**src/rtl/demux_pack_pkg.sv**
```systemverilog
// Shared types and constants for the demux_pack symbol-to-word packer.
package demux_pack_pkg;

    typedef enum logic [1:0] {
        IDLE = 2'd0,
        FILL = 2'd1,
        HOLD = 2'd2
    } state_e;

    localparam int unsigned DEF_IN_W  = 8;
    localparam int unsigned DEF_RATIO = 4;
    localparam int unsigned DEF_CNT_W = 8;

    // Fill-counter width; never below one bit.
    function automatic int unsigned cnt_width(input int unsigned ratio);
        return (ratio <= 2) ? 1 : $clog2(ratio);
    endfunction

endpackage

```
**src/rtl/demux_pack_out_reg.sv**
```systemverilog
// Output holding register for packed words with valid/ready handshake.
module demux_pack_out_reg
    import demux_pack_pkg::*;
#(
    parameter int unsigned W = DEF_IN_W * DEF_RATIO
) (
    input  logic         clk_4f,
    input  logic         reset,
    input  logic         load,
    input  logic [W-1:0] load_data,
    input  logic         load_partial,
    input  logic         ready_out,
    output logic [W-1:0] data_out,
    output logic         partial_out,
    output logic         valid_out,
    output logic         ready_in
);

    logic [W-1:0] data_q, data_d;
    logic         partial_q, partial_d;
    logic         valid_q, valid_d;

    // A load only arrives when the register is free or draining, so it wins over drain.
    always_comb begin
        data_d    = data_q;
        partial_d = partial_q;
        valid_d   = valid_q;
        if (load) begin
            data_d    = load_data;
            partial_d = load_partial;
            valid_d   = 1'b1;
        end else if (ready_out) begin
            valid_d   = 1'b0;
        end
    end

    always_ff @(posedge clk_4f) begin
        if (reset) begin
            data_q    <= '0;
            partial_q <= 1'b0;
            valid_q   <= 1'b0;
        end else begin
            data_q    <= data_d;
            partial_q <= partial_d;
            valid_q   <= valid_d;
        end
    end

    assign ready_in    = reset || !valid_q || ready_out;
    assign data_out    = data_q;
    assign partial_out = partial_q;
    assign valid_out   = valid_q;

endmodule

```
**src/rtl/demux_pack_param.sv**
```systemverilog
// Packs RATIO narrow symbols (first symbol in the MSBs) into one wide word.
// Optional macro DEMUX_PACK_FLUSH_EN: an abort emits the padded partial word.
module demux_pack_param
    import demux_pack_pkg::*;
#(
    parameter int unsigned     IN_W  = DEF_IN_W,
    parameter int unsigned     RATIO = DEF_RATIO,
    parameter int unsigned     CNT_W = DEF_CNT_W,
    parameter logic [IN_W-1:0] PAD   = '0
) (
    input  logic                  clk_4f,
    input  logic                  reset,
    input  logic [IN_W-1:0]       data_in,
    input  logic                  valid_in,
    output logic                  ready_in,
    output logic [IN_W*RATIO-1:0] data_out,
    output logic                  valid_out,
    input  logic                  ready_out,
    output logic                  partial_out,
    output logic [CNT_W-1:0]      abort_cnt
);

    localparam int unsigned        CW       = cnt_width(RATIO);
    localparam int unsigned        WORD_W   = IN_W * RATIO;
    localparam logic [CW-1:0]      LAST     = CW'(RATIO - 1);
    localparam logic [WORD_W-1:0]  PAD_WORD = {RATIO{PAD}};

    state_e              state_q, state_d;
    logic [CW-1:0]       count_q, count_d;
    logic [WORD_W-1:0]   buf_q, buf_d, buf_ins;
    logic [CNT_W-1:0]    abort_q, abort_d;

    logic                rdy;
    logic                accept;
    logic                abort;
    logic                load;
    logic                load_partial;
    logic [WORD_W-1:0]   load_data;

    assign accept = !reset && valid_in && rdy;
    assign abort  = !reset && rdy && !valid_in && (count_q != '0);

    // Slots not yet written hold PAD, so a flushed partial word needs no extra fill.
    always_comb begin
        buf_ins = buf_q;
        for (int k = 0; k < int'(RATIO); k++) begin
            if (count_q == CW'(k)) begin
                buf_ins[(int'(RATIO) - 1 - k) * int'(IN_W) +: IN_W] = data_in;
            end
        end
    end

    always_comb begin
        state_d      = state_q;
        count_d      = count_q;
        buf_d        = buf_q;
        abort_d      = abort_q;
        load         = 1'b0;
        load_data    = buf_ins;
        load_partial = 1'b0;
        case (state_q)
            IDLE: begin
                if (accept) begin
                    buf_d   = buf_ins;
                    count_d = CW'(1);
                    state_d = FILL;
                end
            end
            FILL: begin
                if (accept) begin
                    if (count_q == LAST) begin
                        load    = 1'b1;
                        buf_d   = PAD_WORD;
                        count_d = '0;
                        state_d = HOLD;
                    end else begin
                        buf_d   = buf_ins;
                        count_d = count_q + CW'(1);
                    end
                end else if (abort) begin
                    if (abort_q != '1) begin
                        abort_d = abort_q + CNT_W'(1);
                    end
                    buf_d   = PAD_WORD;
                    count_d = '0;
`ifdef DEMUX_PACK_FLUSH_EN
                    load         = 1'b1;
                    load_data    = buf_q;
                    load_partial = 1'b1;
                    state_d      = HOLD;
`else
                    state_d      = IDLE;
`endif
                end
            end
            HOLD: begin
                if (ready_out) begin
                    if (accept) begin
                        buf_d   = buf_ins;
                        count_d = CW'(1);
                        state_d = FILL;
                    end else begin
                        state_d = IDLE;
                    end
                end
            end
            default: state_d = IDLE;
        endcase
    end

    always_ff @(posedge clk_4f) begin
        if (reset) begin
            state_q <= IDLE;
            count_q <= '0;
            buf_q   <= PAD_WORD;
            abort_q <= '0;
        end else begin
            state_q <= state_d;
            count_q <= count_d;
            buf_q   <= buf_d;
            abort_q <= abort_d;
        end
    end

    demux_pack_out_reg #(
        .W (WORD_W)
    ) u_out_reg (
        .clk_4f       (clk_4f),
        .reset        (reset),
        .load         (load),
        .load_data    (load_data),
        .load_partial (load_partial),
        .ready_out    (ready_out),
        .data_out     (data_out),
        .partial_out  (partial_out),
        .valid_out    (valid_out),
        .ready_in     (rdy)
    );

    assign ready_in  = rdy;
    assign abort_cnt = abort_q;

endmodule

```
**config.mk**
```make
export PLATFORM = sky130hd
export DESIGN_NAME = demux_pack_param
export DESIGN_NICKNAME = d
export VERILOG_FILES = /design/src/rtl/demux_pack_pkg.sv /design/src/rtl/demux_pack_out_reg.sv /design/src/rtl/demux_pack_param.sv
export SDC_FILE = /design/constraint.sdc
export NUM_CORES = 1
export LEC_CHECK = 0
export ABC_CLOCK_PERIOD_IN_PS = 2600
export BUFFER_PORTS_ARGS = -buffer_cell sky130_fd_sc_hd__buf_2
export CAP_MARGIN = 10
export CORE_UTILIZATION = 35
export DETAILED_ROUTE_END_ITERATION = 12
export SLEW_MARGIN = 20
export SYNTH_ARGS = -nofsm -noshare
export SYNTH_HDL_FRONTEND = slang
export SYNTH_SLANG_ARGS = --single-unit
```
**constraint.sdc**
```tcl
create_clock -name clk_4f -period 2.6 [get_ports clk_4f]
set_input_delay 0.26 -clock clk_4f [delete_from_list [all_inputs] [get_ports clk_4f]]
set_output_delay 0.26 -clock clk_4f [all_outputs]
set_load 0.01 [all_outputs]
```
# Word level (Yosys, flattened, before mapping)
# Index checks and enable logic that the tools add are counted.
[word_totals]
elab_cells = 64
regBits = 77
in_bits = 12
out_inout_bits = 43
[classes]
add_sub_neg = 2
mux = 27
n_eq_ne = 10
bitwise_logic = 1
reduce_logical = 18
[ops]
columns = ["op", "count"]
rows = [
  ["$mux 32", 5],
  ["$pmux 32 s3", 1],
  ["$mux 8", 4],
  ["$mux 2", 9],
  ["$pmux 2 s3", 2],
  ["$add 8x1->8 const B", 1],
  ["$ne 8x8->1 const B", 1],
  ["$reduce_and 4->1", 2],
  ["$eq 2x2->1 const B", 3],
  ["$mux 1", 6],
  ["$ne 3x3->1 const B", 2],
  ["$logic_and 1x1->1", 5],
  ["$eq 2x1->1 const B", 2],
  ["$logic_not 2->1", 2],
  ["$ne 2x2->1 const B", 2],
  ["$reduce_bool 2->1", 2],
  ["$logic_not 1->1", 3],
  ["$reduce_and 3->1", 1],
  ["$reduce_bool 3->1", 1],
  ["$add 2x1->2 const B", 1],
  ["$logic_or 1x1->1", 2],
  ["$not 1->1", 1],
]

# Depth between registers and ports, before layout
# Gate-level depths: netlist of run 1.
[logic_depth]
depth_word = 9
mapped_depth = 8
depth_no_buf = 7

# By module
# Synthesis of run 1 repeated with hierarchy kept, for this count alone.
[hier_totals]
cells_unflattened = 304
area_unflattened_um2 = 3363.2
[modules_own_cells]
columns = ["mod", "seq_area_each_um2", "instances", "cells_per_inst", "area_each_um2"]
rows = [
  ["demux_pack_param", 880.8, 1, 192, 2118.3],
  ["demux_pack_out_reg", 680.7, 1, 112, 1244.9],
]

# Least setup slack after synthesis of run 1
# Ideal clock, no wire load.
[synth_path]
path_kind = "register to register"
start = "register count_q[0]"
end = "register abort_q[7] (netlist: abort_cnt[7])"
arrival_ns = 1.939
setup_ns = 0.070
path_stages_with_launch = 8
path_slack_ns = 0.591
n_path_buf = 0
period_less_slack_ns = 2.009
t_required_ns = 2.530
cell_sequence = "dfxtp_1 > inv_1 > ha_1 > or3b_4 > nor4_4 > nand2_4 > or3_1 > a21oi_1"
[synth_between]
elab_chain_len = 3
[synth_rtl]
columns = ["item", "line_no", "rtl"]
rows = [
  ["start: declaration", "demux_pack_param.sv:29", "logic [CW-1:0] count_q, count_d;"],
  ["start signal: assignment", "demux_pack_param.sv:119", "count_q <= count_d;"],
  ["$reduce_bool 2->1", "demux_pack_param.sv:41", "assign abort = !reset && rdy && !valid_in && (count_q != '0);"],
  ["$logic_and 1x1->1", "demux_pack_param.sv:41", ""],
  ["$reduce_and 4->1 (no source line)", "n/a", ""],
  ["end signal: assignment", "demux_pack_param.sv:121", "abort_q <= abort_d;"],
  ["end: declaration", "demux_pack_param.sv:31", "logic [CNT_W-1:0] abort_q, abort_d;"],
]
# No other way between the ends.
# A chain may end at the register's enable or synchronous reset.

# Final worst setup path of run 1
[layout_path]
start = "register count_q[0]"
end = "register buf_q[28]"
[layout_between]
elab_chain_len = 5
elab_cells_between_ends = 12
cone_classes = "2 x eq/ne; 6 x mux; 4 x reduce/logical"
[layout_rtl]
columns = ["item", "line_no", "rtl"]
rows = [
  ["$logic_not 2->1", "demux_pack_param.sv:47", "if (count_q == CW'(k)) begin"],
  ["$mux 8", "demux_pack_param.sv:47", ""],
  ["$mux 32 (on tied branches)", "demux_pack_param.sv:63, demux_pack_param.sv:98, demux_pack_param.sv:71", ""],
  ["$mux 32 (on tied branches)", "demux_pack_param.sv:97, demux_pack_param.sv:70", ""],
  ["$pmux 32 s3", "demux_pack_param.sv:61", "case (state_q)"],
  ["end signal: assignment", "demux_pack_param.sv:120", "buf_q <= buf_d;"],
  ["end: declaration", "demux_pack_param.sv:30", "logic [WORD_W-1:0] buf_q, buf_d, buf_ins;"],
]
# Several ways; a longest one is shown, not always the timed one. The select of a mux whose other input is x is not followed.

==> results of run 1 <==
==> report_power, final <==
group	total (uW)	internal, uW	switching (uW)
sequential	1090	1080	13.1
combinational	163	60.1	103
clock	891	471	419
total	2140	1610	535
==> cell usage after synthesis <==
cell type,n,area share
sky130_fd_sc_hd__nand3_1,7,0.012
sky130_fd_sc_hd__nor3_1,2,0.0034
sky130_fd_sc_hd__buf_1,1,0.0013
sky130_fd_sc_hd__nand3b_1,1,0.0025
sky130_fd_sc_hd__a21o_1,1,0.0025
sky130_fd_sc_hd__nor2b_1,2,0.0042
sky130_fd_sc_hd__a32o_1,18,0.061
sky130_fd_sc_hd__conb_1,1,0.0013
sky130_fd_sc_hd__clkbuf_1,21,0.027
sky130_fd_sc_hd__nand2b_1,5,0.011
sky130_fd_sc_hd__buf_2,7,0.012
sky130_fd_sc_hd__o2111ai_1,1,0.0030
sky130_fd_sc_hd__nand2_1,26,0.033
sky130_fd_sc_hd__o211a_1,1,0.0034
sky130_fd_sc_hd__and2b_2,1,0.0030
sky130_fd_sc_hd__o31ai_2,1,0.0042
sky130_fd_sc_hd__a21oi_1,15,0.025
sky130_fd_sc_hd__xor2_1,4,0.012
sky130_fd_sc_hd__buf_4,2,0.0051
sky130_fd_sc_hd__ha_1,5,0.021
sky130_fd_sc_hd__a311o_1,1,0.0034
sky130_fd_sc_hd__o21a_1,1,0.0025
sky130_fd_sc_hd__and4_1,2,0.0059
sky130_fd_sc_hd__and2_1,2,0.0042
sky130_fd_sc_hd__or3b_4,1,0.0038
sky130_fd_sc_hd__nand4_1,3,0.0063
sky130_fd_sc_hd__o21ai_0,3,0.0051
sky130_fd_sc_hd__nor2_1,35,0.044
sky130_fd_sc_hd__dfxtp_1,69,0.47
sky130_fd_sc_hd__mux2i_1,24,0.081
sky130_fd_sc_hd__a31oi_1,3,0.0063
sky130_fd_sc_hd__a31o_2,6,0.018
sky130_fd_sc_hd__o22ai_1,1,0.0021
sky130_fd_sc_hd__nor4b_1,1,0.0030
sky130_fd_sc_hd__nor4_4,1,0.0072
sky130_fd_sc_hd__a2bb2oi_1,1,0.0030
sky130_fd_sc_hd__or3_1,1,0.0021
sky130_fd_sc_hd__inv_1,5,0.0063
sky130_fd_sc_hd__and3_1,8,0.017
sky130_fd_sc_hd__nand2_4,1,0.0038
sky130_fd_sc_hd__a211oi_1,25,0.063
==> final timing paths <==
path / start / to / slack [ps] / depth (start not counted)
worst max-delay path: count_q[0]$_SDFFE_PP0P_ / buf_q[28]$_SDFFE_PP0P_ / 250 / 7
worst min-delay path: data_in[0] / u_out_reg.data_out[0]$_SDFFE_PP0P_ / 220 / 3
worst max register to register: count_q[0]$_SDFFE_PP0P_ / buf_q[28]$_SDFFE_PP0P_ / 250 / 7
worst min register to register: u_out_reg.data_out[1]$_SDFFE_PP0P_ / u_out_reg.data_out[1]$_SDFFE_PP0P_ / 450 / 2
==> worst min-delay path, delay by kind of cell <==
family / cells / cell delay, ps
AOI/OAI and AO/OA: 1 / 50
buffers and inverters: 1 / 140
and+or+nand+nor: 1 / 60
==> registers in the layout, summed over array words and instances, names as in the netlist <==
| name | cells |
|---|---|
| u_out_reg.data_out | 32 |
| state_q | 2 |
| count_q | 2 |
| u_out_reg.valid_out | 1 |
| abort_cnt | 8 |
| buf_q | 24 |
==> stage by stage <==
stage	util	power, uW	hold slack [ps]	area [um2]	std cells
floorplan	-	1240	396	2970	316
global placement	0.399	1270	442	3280	448
detailed placement	0.399	1280	448	3280	448
CTS	0.424	2160	209	3480	464
global route	0.424	2220	239	3480	464
finish	0.424	2140	222	3480	464
==> final cells by class <==
| class | count | area, um2 |
|---|---|---|
| clock inverters | 5 | 58.8 |
| clock buffers | 11 | 141 |
| fillers | 833 | 4730 |
| inverters | 5 | 18.8 |
| multi-input cells | 211 | 1440 |
| repair buffers | 58 | 315 |
| well taps | 105 | 131 |
| flip-flops and latches | 69 | 1380 |
==> logic make-up (layout without fill, tap and decap cells) <==
group,count (synthesis),count (layout),share of synthesized area
AO/OA/AOI/OAI,78,78,0.202
XOR/XNOR,4,4,0.0118
adder cells (fa/ha/maj),5,5,0.0211
buffers and inverters,36,79,0.0510
flip-flops,69,69,0.466
multiplexers,24,24,0.0810
other,1,1,0.00126
AND/OR/NAND/NOR,99,99,0.166
==> cells in the final DEF, fill, tap and decap left out, types with 2 or more instances in the layout <==
| cell type | synthesis | routed |
|---|---|---|
| sky130_fd_sc_hd__a211oi_1 | 25 | 25 |
| sky130_fd_sc_hd__a21oi_1 | 15 | 15 |
| sky130_fd_sc_hd__a31o_2 | 6 | 6 |
| sky130_fd_sc_hd__a31oi_1 | 3 | 3 |
| sky130_fd_sc_hd__a32o_1 | 18 | 18 |
| sky130_fd_sc_hd__and2_1 | 2 | 2 |
| sky130_fd_sc_hd__and3_1 | 8 | 8 |
| sky130_fd_sc_hd__buf_2 | 7 | 53 |
| sky130_fd_sc_hd__buf_4 | 2 | 4 |
| sky130_fd_sc_hd__clkbuf_8 | 0 | 10 |
| sky130_fd_sc_hd__clkinvlp_4 | 0 | 2 |
| sky130_fd_sc_hd__dfxtp_1 | 69 | 69 |
| sky130_fd_sc_hd__ha_1 | 5 | 5 |
| sky130_fd_sc_hd__inv_1 | 5 | 5 |
| sky130_fd_sc_hd__mux2i_1 | 24 | 24 |
| sky130_fd_sc_hd__nand2_1 | 26 | 26 |
| sky130_fd_sc_hd__nand2b_1 | 5 | 5 |
| sky130_fd_sc_hd__nand3_1 | 7 | 7 |
| sky130_fd_sc_hd__nand4_1 | 3 | 3 |
| sky130_fd_sc_hd__nor2_1 | 35 | 35 |
| sky130_fd_sc_hd__nor2b_1 | 2 | 2 |
| sky130_fd_sc_hd__nor3_1 | 2 | 2 |
| sky130_fd_sc_hd__o21ai_0 | 3 | 3 |
| sky130_fd_sc_hd__xor2_1 | 4 | 4 |
==> metal layers <==
layer  track usage  vias to the layer above  part of all wire  wire (um)
met5             0                        -                 0          0
met4        0.0718                        0             0.017        114
met3        0.0356                       10             0.036        239
met2         0.236                       42              0.44       2940
met1         0.219                     1140              0.50       3360
li1              -                     1224                 -          -
==> results by stage, run 1 <==
Placement:
- The count of buffers inserted at the top-level ports is 53.
- The HPWL after detailed placement is 4.68 mm.
- The placement-stage worst setup slack is 285 ps.
- Routability-driven placement finished with a final weighted congestion of 0.836.

Outcome:
- The flow ran to the end, and the final reports show no timing, DRC or antenna violations.

Timing:
- In the finished design, the share of the clock period the worst path needs comes to 0.904.
- Setup violations remaining at the end of the flow were counted as 0.
- The pin slew with the least headroom to its limit is 717 ps.
- The worst clock skew is 14.1 ps.
- The headroom to the max-slew limit is 0.522.
- The number of hold-slack violations in the final timing report is 0.
- The max-slew violation total from the final report came to 0.
- The final critical-path required period is 2350 ps.
- For this run, the top clock speed supported by timing is 425 MHz.
- The setup TNS after final layout is 0 ps.
- Setup slack closes at 250 ps.
- Setup repair after global routing left no endpoint under its margin.

Critical path:
- The count of buffering cells on the critical path with inverters included is 1.
- The kind of launch point of the worst setup path is a flip-flop.
- The longest individual stage delay on the worst path is 410 ps.
- The maximum fanout encountered on the critical timing path is 14.
- At the worst endpoint, the arrival time is 2590 ps.
- STA puts the critical path data required time at 2840 ps.
- Walking the worst path, the cells encountered are inv_1 > ha_1 > or3b_4 > nor3_1 > a21o_1 > nand2_1 > a32o_1.
- The category of the most critical setup path is flip-flop to flip-flop.
- The critical path's slowest cell is sky130_fd_sc_hd__dfxtp_1.
- Grouping stages by cell kind, the critical path spends the most delay in simple AND/OR/NAND/NOR gates.
- STA classifies the critical path endpoint as a flip-flop.

Routing:
- The detail route stage leaves a number of antenna-violating nets equal to 0.
- The final wirelength is 6.66 mm.
- For this run, design rule violations remaining after detail routing come to 0.
- The routed length per instance is 14.4 um.
- Across all layers, the routed design uses 2416 vias.
- The detailed router finished its first iteration with 92 violations.
- After detailed routing, the number of vias per cell comes to 5.21.
- The first-pass iteration count of the detailed router is 4.

Finish:
- The proportion of layout cells with a drive suffix above 1 is 0.237.
- 0 antenna diodes ended up in the layout.
- Relative to the synthesized area, the layout overhead comes to 17.4%.
- The number of nets in the finished design is 371.

Yosys:
- The part of the Yosys area used for sequential elements is 0.466.
- For this run, the number of Yosys warnings is 0.
- The summed instance area of the synthesized netlist is 2970 um2.
- Counting every net in the synthesized netlist gives 333.
- The synthesized instance count is 316.
- Counting flops and latches in the post-synthesis netlist gives 69.
- In this run the mean area of a mapped cell was 9.39 um2.
- After synthesis, the netlist uses 41 different library cells.

Floorplanning:
- The die covers 8850 um2.
- The overall die height is 94.1 um.
- The core footprint is 8220 um2.
- The die width is 94.1 um.
- The floorplan has 33 rows.
- Pin placement for this block handled 55 I/O pins.
- The effective utilization at floorplan is 0.361.

GRT:
- The number of global-route vias before repair is 2147.
- The initial antenna violation count is 0.
- The total grt overflow is 0.
- For this run, the total global-route usage over all layers was measured as 0.159.
- The first global-routing pass estimated 10.8 mm of wire.
- Entering global routing, the biggest net connects 52 pins.

Clock tree:
- The tree built by TritonCTS fans out to 69 sinks.
- At the later pin of the worst-skew pair, clock insertion delay measures 350 ps.
- CTS placed an instance of sky130_fd_sc_hd__clkbuf_8 at the clock tree root.
- The H-tree generated during clock tree synthesis spans 3 levels.
- The clock tree from TritonCTS is done.
- The number of setup buffers added after CTS is 0.
- In this run the deepest clock path goes through 2 buffers.
- The number of resized instances in the post-cts repair step is 0.
- Clock tree synthesis inserted a total of 9 buffers.
- The quantity of hold-fixing buffers added after cts is 0.
- The clock edge transition at the registers on the reported setup and hold paths is 80 ps.

Power and ir drop:
- For this design the static power due to leakage is 0.00140 uW.
- The power per cell area is 616 nW/um2.
- The peak supply drop is 267 uV.

Flow run:
- Max-cap violations in this run came to 0.

Hold path:
- The path class of the tightest hold or removal check is primary input to flip-flop.
No activity file was read; power rests on OpenSTA's default activity.
==> inputs of run 2 (changes only) <==
GPL_TIMING_DRIVEN = 0   (was default)
==> results by stage, run 2 (synthesis gave the netlist of run 1 again) <==
Power and ir drop:
- The power per cell area is 668 nW/um2 (+8.5%).
- The cell-internal power is 1870 uW (+16%).
- The fraction of power consumed by sequential logic was 0.455 (-0.054).
- The peak supply drop came to 216 uV (-19%).
- The part of the power in combinational logic is 0.069 (-0.007).
- The switching power is 526 uW (-1.8%).
- The standby leakage power came to 0.00144 uW (+3.2%).
- The part of the power in the clock network is 0.477 (+0.062).
- The switching power as a share of total power is 0.219 (-0.0302).

Routing:
- The total via count after detailed routing is 2450 (+1.4%).
- The number of DRC violations after detailed routing was 0 (unchanged).
- The met3 wire length is 211 um (-12%).
- The final wirelength was 6.95 mm (+4.3%).
- The iteration-0 DRC count of the detailed router was 67 (-27%).
- The topmost layer with routed signal wires is met4.
- The number of vias per cell after detailed routing is 5.08 (-2.4%).
- The remaining antenna violation count is 0 (unchanged).
- The first-pass iteration count of the detailed router came to 4 (unchanged).
- The total length of routed met2 wires was 3.32 mm (+13%).
- The routed length per instance is 14.4 um (+0.43%).
- The wire length the detailed router placed on met1 is 3.30 mm (-1.7%).

Timing:
- The final clock period utilization by the worst path came to 0.867 (-0.0367).
- The pin slew with the least headroom to its limit is 649 ps (-68.2 ps).
- The worst clock skew is 6.50 ps (-7.57 ps).
- Setup repair after global routing left no endpoint under its margin.
- The max-slew violation total from the final report was 0 (unchanged).
- The headroom to the max-slew limit was 0.568 (+0.0454).
- The maximum frequency from static timing analysis is 443 MHz (+4.2%).
- The final setup violation count was 0 (unchanged).
- The tightest hold margin is 229 ps (+6.17 ps).
- The setup TNS after final layout is 0 ps (unchanged).
- The number of hold-slack violations in the final timing report was 0 (unchanged).
- The final critical-path required period is 2250 ps (-95.4 ps).

Critical path:
- The critical path goes through inv_1 > ha_1 > or3b_4 > nor4_4 > nand2_4 > or3_1 > a21oi_1.
- The maximum fanout encountered on the critical timing path is 8 (-6).
- The arrival time reported for the critical path endpoint was 2530 ps (-60 ps).
- The launch point of the critical path is count_q[0]$_SDFFE_PP0P_.
- The critical path's slowest cell is sky130_fd_sc_hd__or3b_4.
- The termination of the worst setup path is abort_cnt[7]$_SDFFE_PP0P_.
- The startpoint identified for the worst register-to-register timing path is count_q[0]$_SDFFE_PP0P_.
- The longest individual stage delay on the worst path is 420 ps (about the same).
- The worst flop-to-flop path endpoint is abort_cnt[7]$_SDFFE_PP0P_.
- The worst reg2reg path depth was 7 (unchanged).
- The slack of the worst reg-to-reg path came to 350 ps (+100 ps).
- The worst setup path is launched from a flip-flop.
- The data required time at the worst endpoint is 2880 ps (+40 ps).
- The critical path is of the flip-flop to flip-flop type.
- The kind of end point of the critical path is a flip-flop.

Hold path:
- The class of the most critical hold timing path is primary input to flip-flop.

Finish:
- The number of diodes added for antenna fixing came to 0 (unchanged).
- The number of nets in the finished design came to 389 (+4.9%).
- Relative to the synthesized area, the layout overhead comes to 20.8%.
- The proportion of layout cells with a drive suffix above 1 is 0.215 (-0.0219).
- The most common library cell in the layout ignoring fill and taps is sky130_fd_sc_hd__dfxtp_1.
- The flip-flop count of the largest register after layout was 32 (unchanged).
- The library cells used most frequently in the layout, excluding fill and tap cells, are sky130_fd_sc_hd__dfxtp_1, sky130_fd_sc_hd__buf_2, sky130_fd_sc_hd__nor2_1.

Clock tree:
- The number of resized instances in the post-cts repair step is 0 (unchanged).
- The quantity of hold-fixing buffers added after cts came to 0 (unchanged).
- The clock insertion delay at the later pin of the skew report was 350 ps (about the same).
- The clock tree from TritonCTS is done.
- The number of buffers inserted to repair setup after CTS is 0 (unchanged).
- Clock tree synthesis selected as its root buffer the cell sky130_fd_sc_hd__clkbuf_8.
- The number of buffers added by the clock tree synthesis step is 9 (unchanged).
- The total clock sinks is 69 (unchanged).
- The clock edge transition at the registers on the reported setup and hold paths is 70 ps (about the same).
- The maximum count of clock buffers along a single path is 2 (unchanged).
- The H-tree depth reported by CTS came to 3 (unchanged).

Floorplanning:
- The core footprint is 8220 um2 (unchanged).
- The effective utilization at floorplan was 0.361 (unchanged).
- The total number of placement rows is 33 (unchanged).
- The overall die height was 94.1 um (unchanged).
- The die area is 8850 um2 (unchanged).
- The die width is 94.1 um (unchanged).
- The number of ports placed on the die boundary is 55 (unchanged).

Placement:
- The last weighted congestion value of the routability-driven placer is 0.778 (-6.9%).
- The count of buffers inserted at the top-level ports is 45 (-15%).
- The HPWL after detailed placement is 5.15 mm (+10%).

Outcome:
- The run finished with clean final reports.

GRT:
- The wire length of the first global-routing pass is 11.4 mm (+6.0%).
- The total grt overflow came to 0 (unchanged).
- The largest net degree at the start of global routing is 13 (-75%).
- The global-route usage over all layers is 0.171 (+0.0121).
- The number of global-route vias before repair is 2307 (+7.5%).
- The initial antenna violation count is 0 (unchanged).

Flow run:
- The max-cap violation count was 0 (unchanged).
==> run 2: cell types whose count changed in the layout (fill, tap and decap cells not counted), sizes merged <==
cell	before	now
clkbuf	11	30
inv	6	5
buf	58	55
bufinv	1	4
clkinv	1	2
clkinvlp	2	1
==> run 2: worst min path at each step <==
stage / slack (ps) / endpoint / depth (start not counted) / start
after CTS: 220 / u_out_reg.data_out[0]$_SDFFE_PP0P_ / 3 / data_in[0]
final: 230 / u_out_reg.data_out[0]$_SDFFE_PP0P_ / 3 / data_in[0]
after floorplan: 400 / u_out_reg.data_out[0]$_SDFFE_PP0P_ / 2 / data_in[0]
after global routing: 220 / u_out_reg.data_out[0]$_SDFFE_PP0P_ / 3 / data_in[0]
after detailed placement: 450 / u_out_reg.data_out[3]$_SDFFE_PP0P_ / 2 / u_out_reg.data_out[3]$_SDFFE_PP0P_
after global placement: 440 / u_out_reg.data_out[5]$_SDFFE_PP0P_ / 2 / u_out_reg.data_out[5]$_SDFFE_PP0P_
==> run 2: power groups by stage <==
stage / registers (uW) / logic, uW / clock network (uW)
3_3_place_gp: 1110 / 165 / 0
5_1_grt: 1090 / 183 / 1210
2_1_floorplan: 1110 / 125 / 0
4_1_cts: 1090 / 167 / 1160
6_report: 1090 / 165 / 1140
3_5_place_dp: 1110 / 166 / 0
==> run 2: worst max-delay path, delay by kind of cell (launching register included) <==
family / cells / cell delay [ps]
AO/OA/AOI/OAI: 1 / 130
adder cells (fa/ha/maj): 1 / 260
buffers and inverters: 1 / 80
flip-flops: 1 / 410
AND/OR/NAND/NOR: 4 / 1290
==> run 2: cell type report <==
| cell class | instances | area (um2) |
|---|---|---|
| Clock inverter | 7 | 138 |
| Fill cell | 814 | 4630 |
| Tap cell | 105 | 131 |
| Sequential cell | 69 | 1380 |
| Multi-Input combinational cell | 211 | 1430 |
| Buffer | 31 | 133 |
| Timing Repair Buffer | 45 | 225 |
| Inverter | 5 | 18.8 |
| Clock buffer | 9 | 124 |
==> run 2: metal layers <==
| metal | GRT usage | vias up |
|---|---|---|
| met5 | 0 | - |
| met4 | 0.0769 | 0 |
| met3 | 0.0324 | 10 |
| met2 | 0.279 | 40 |
| met1 | 0.219 | 1150 |
| li1 | - | 1250 |
==> run 2: metrics by stage <==
step                      cells  setup WS [ps]  utilization  cell area, um2  power, uW
after global placement      466            421        0.404            3320       1280
after floorplan             316            591            -            2970       1240
after global routing        482            174        0.436            3580       2480
final                       482            345        0.436            3580       2400
after detailed placement    466            370        0.404            3320       1280
after CTS                   482            341        0.436            3580       2420
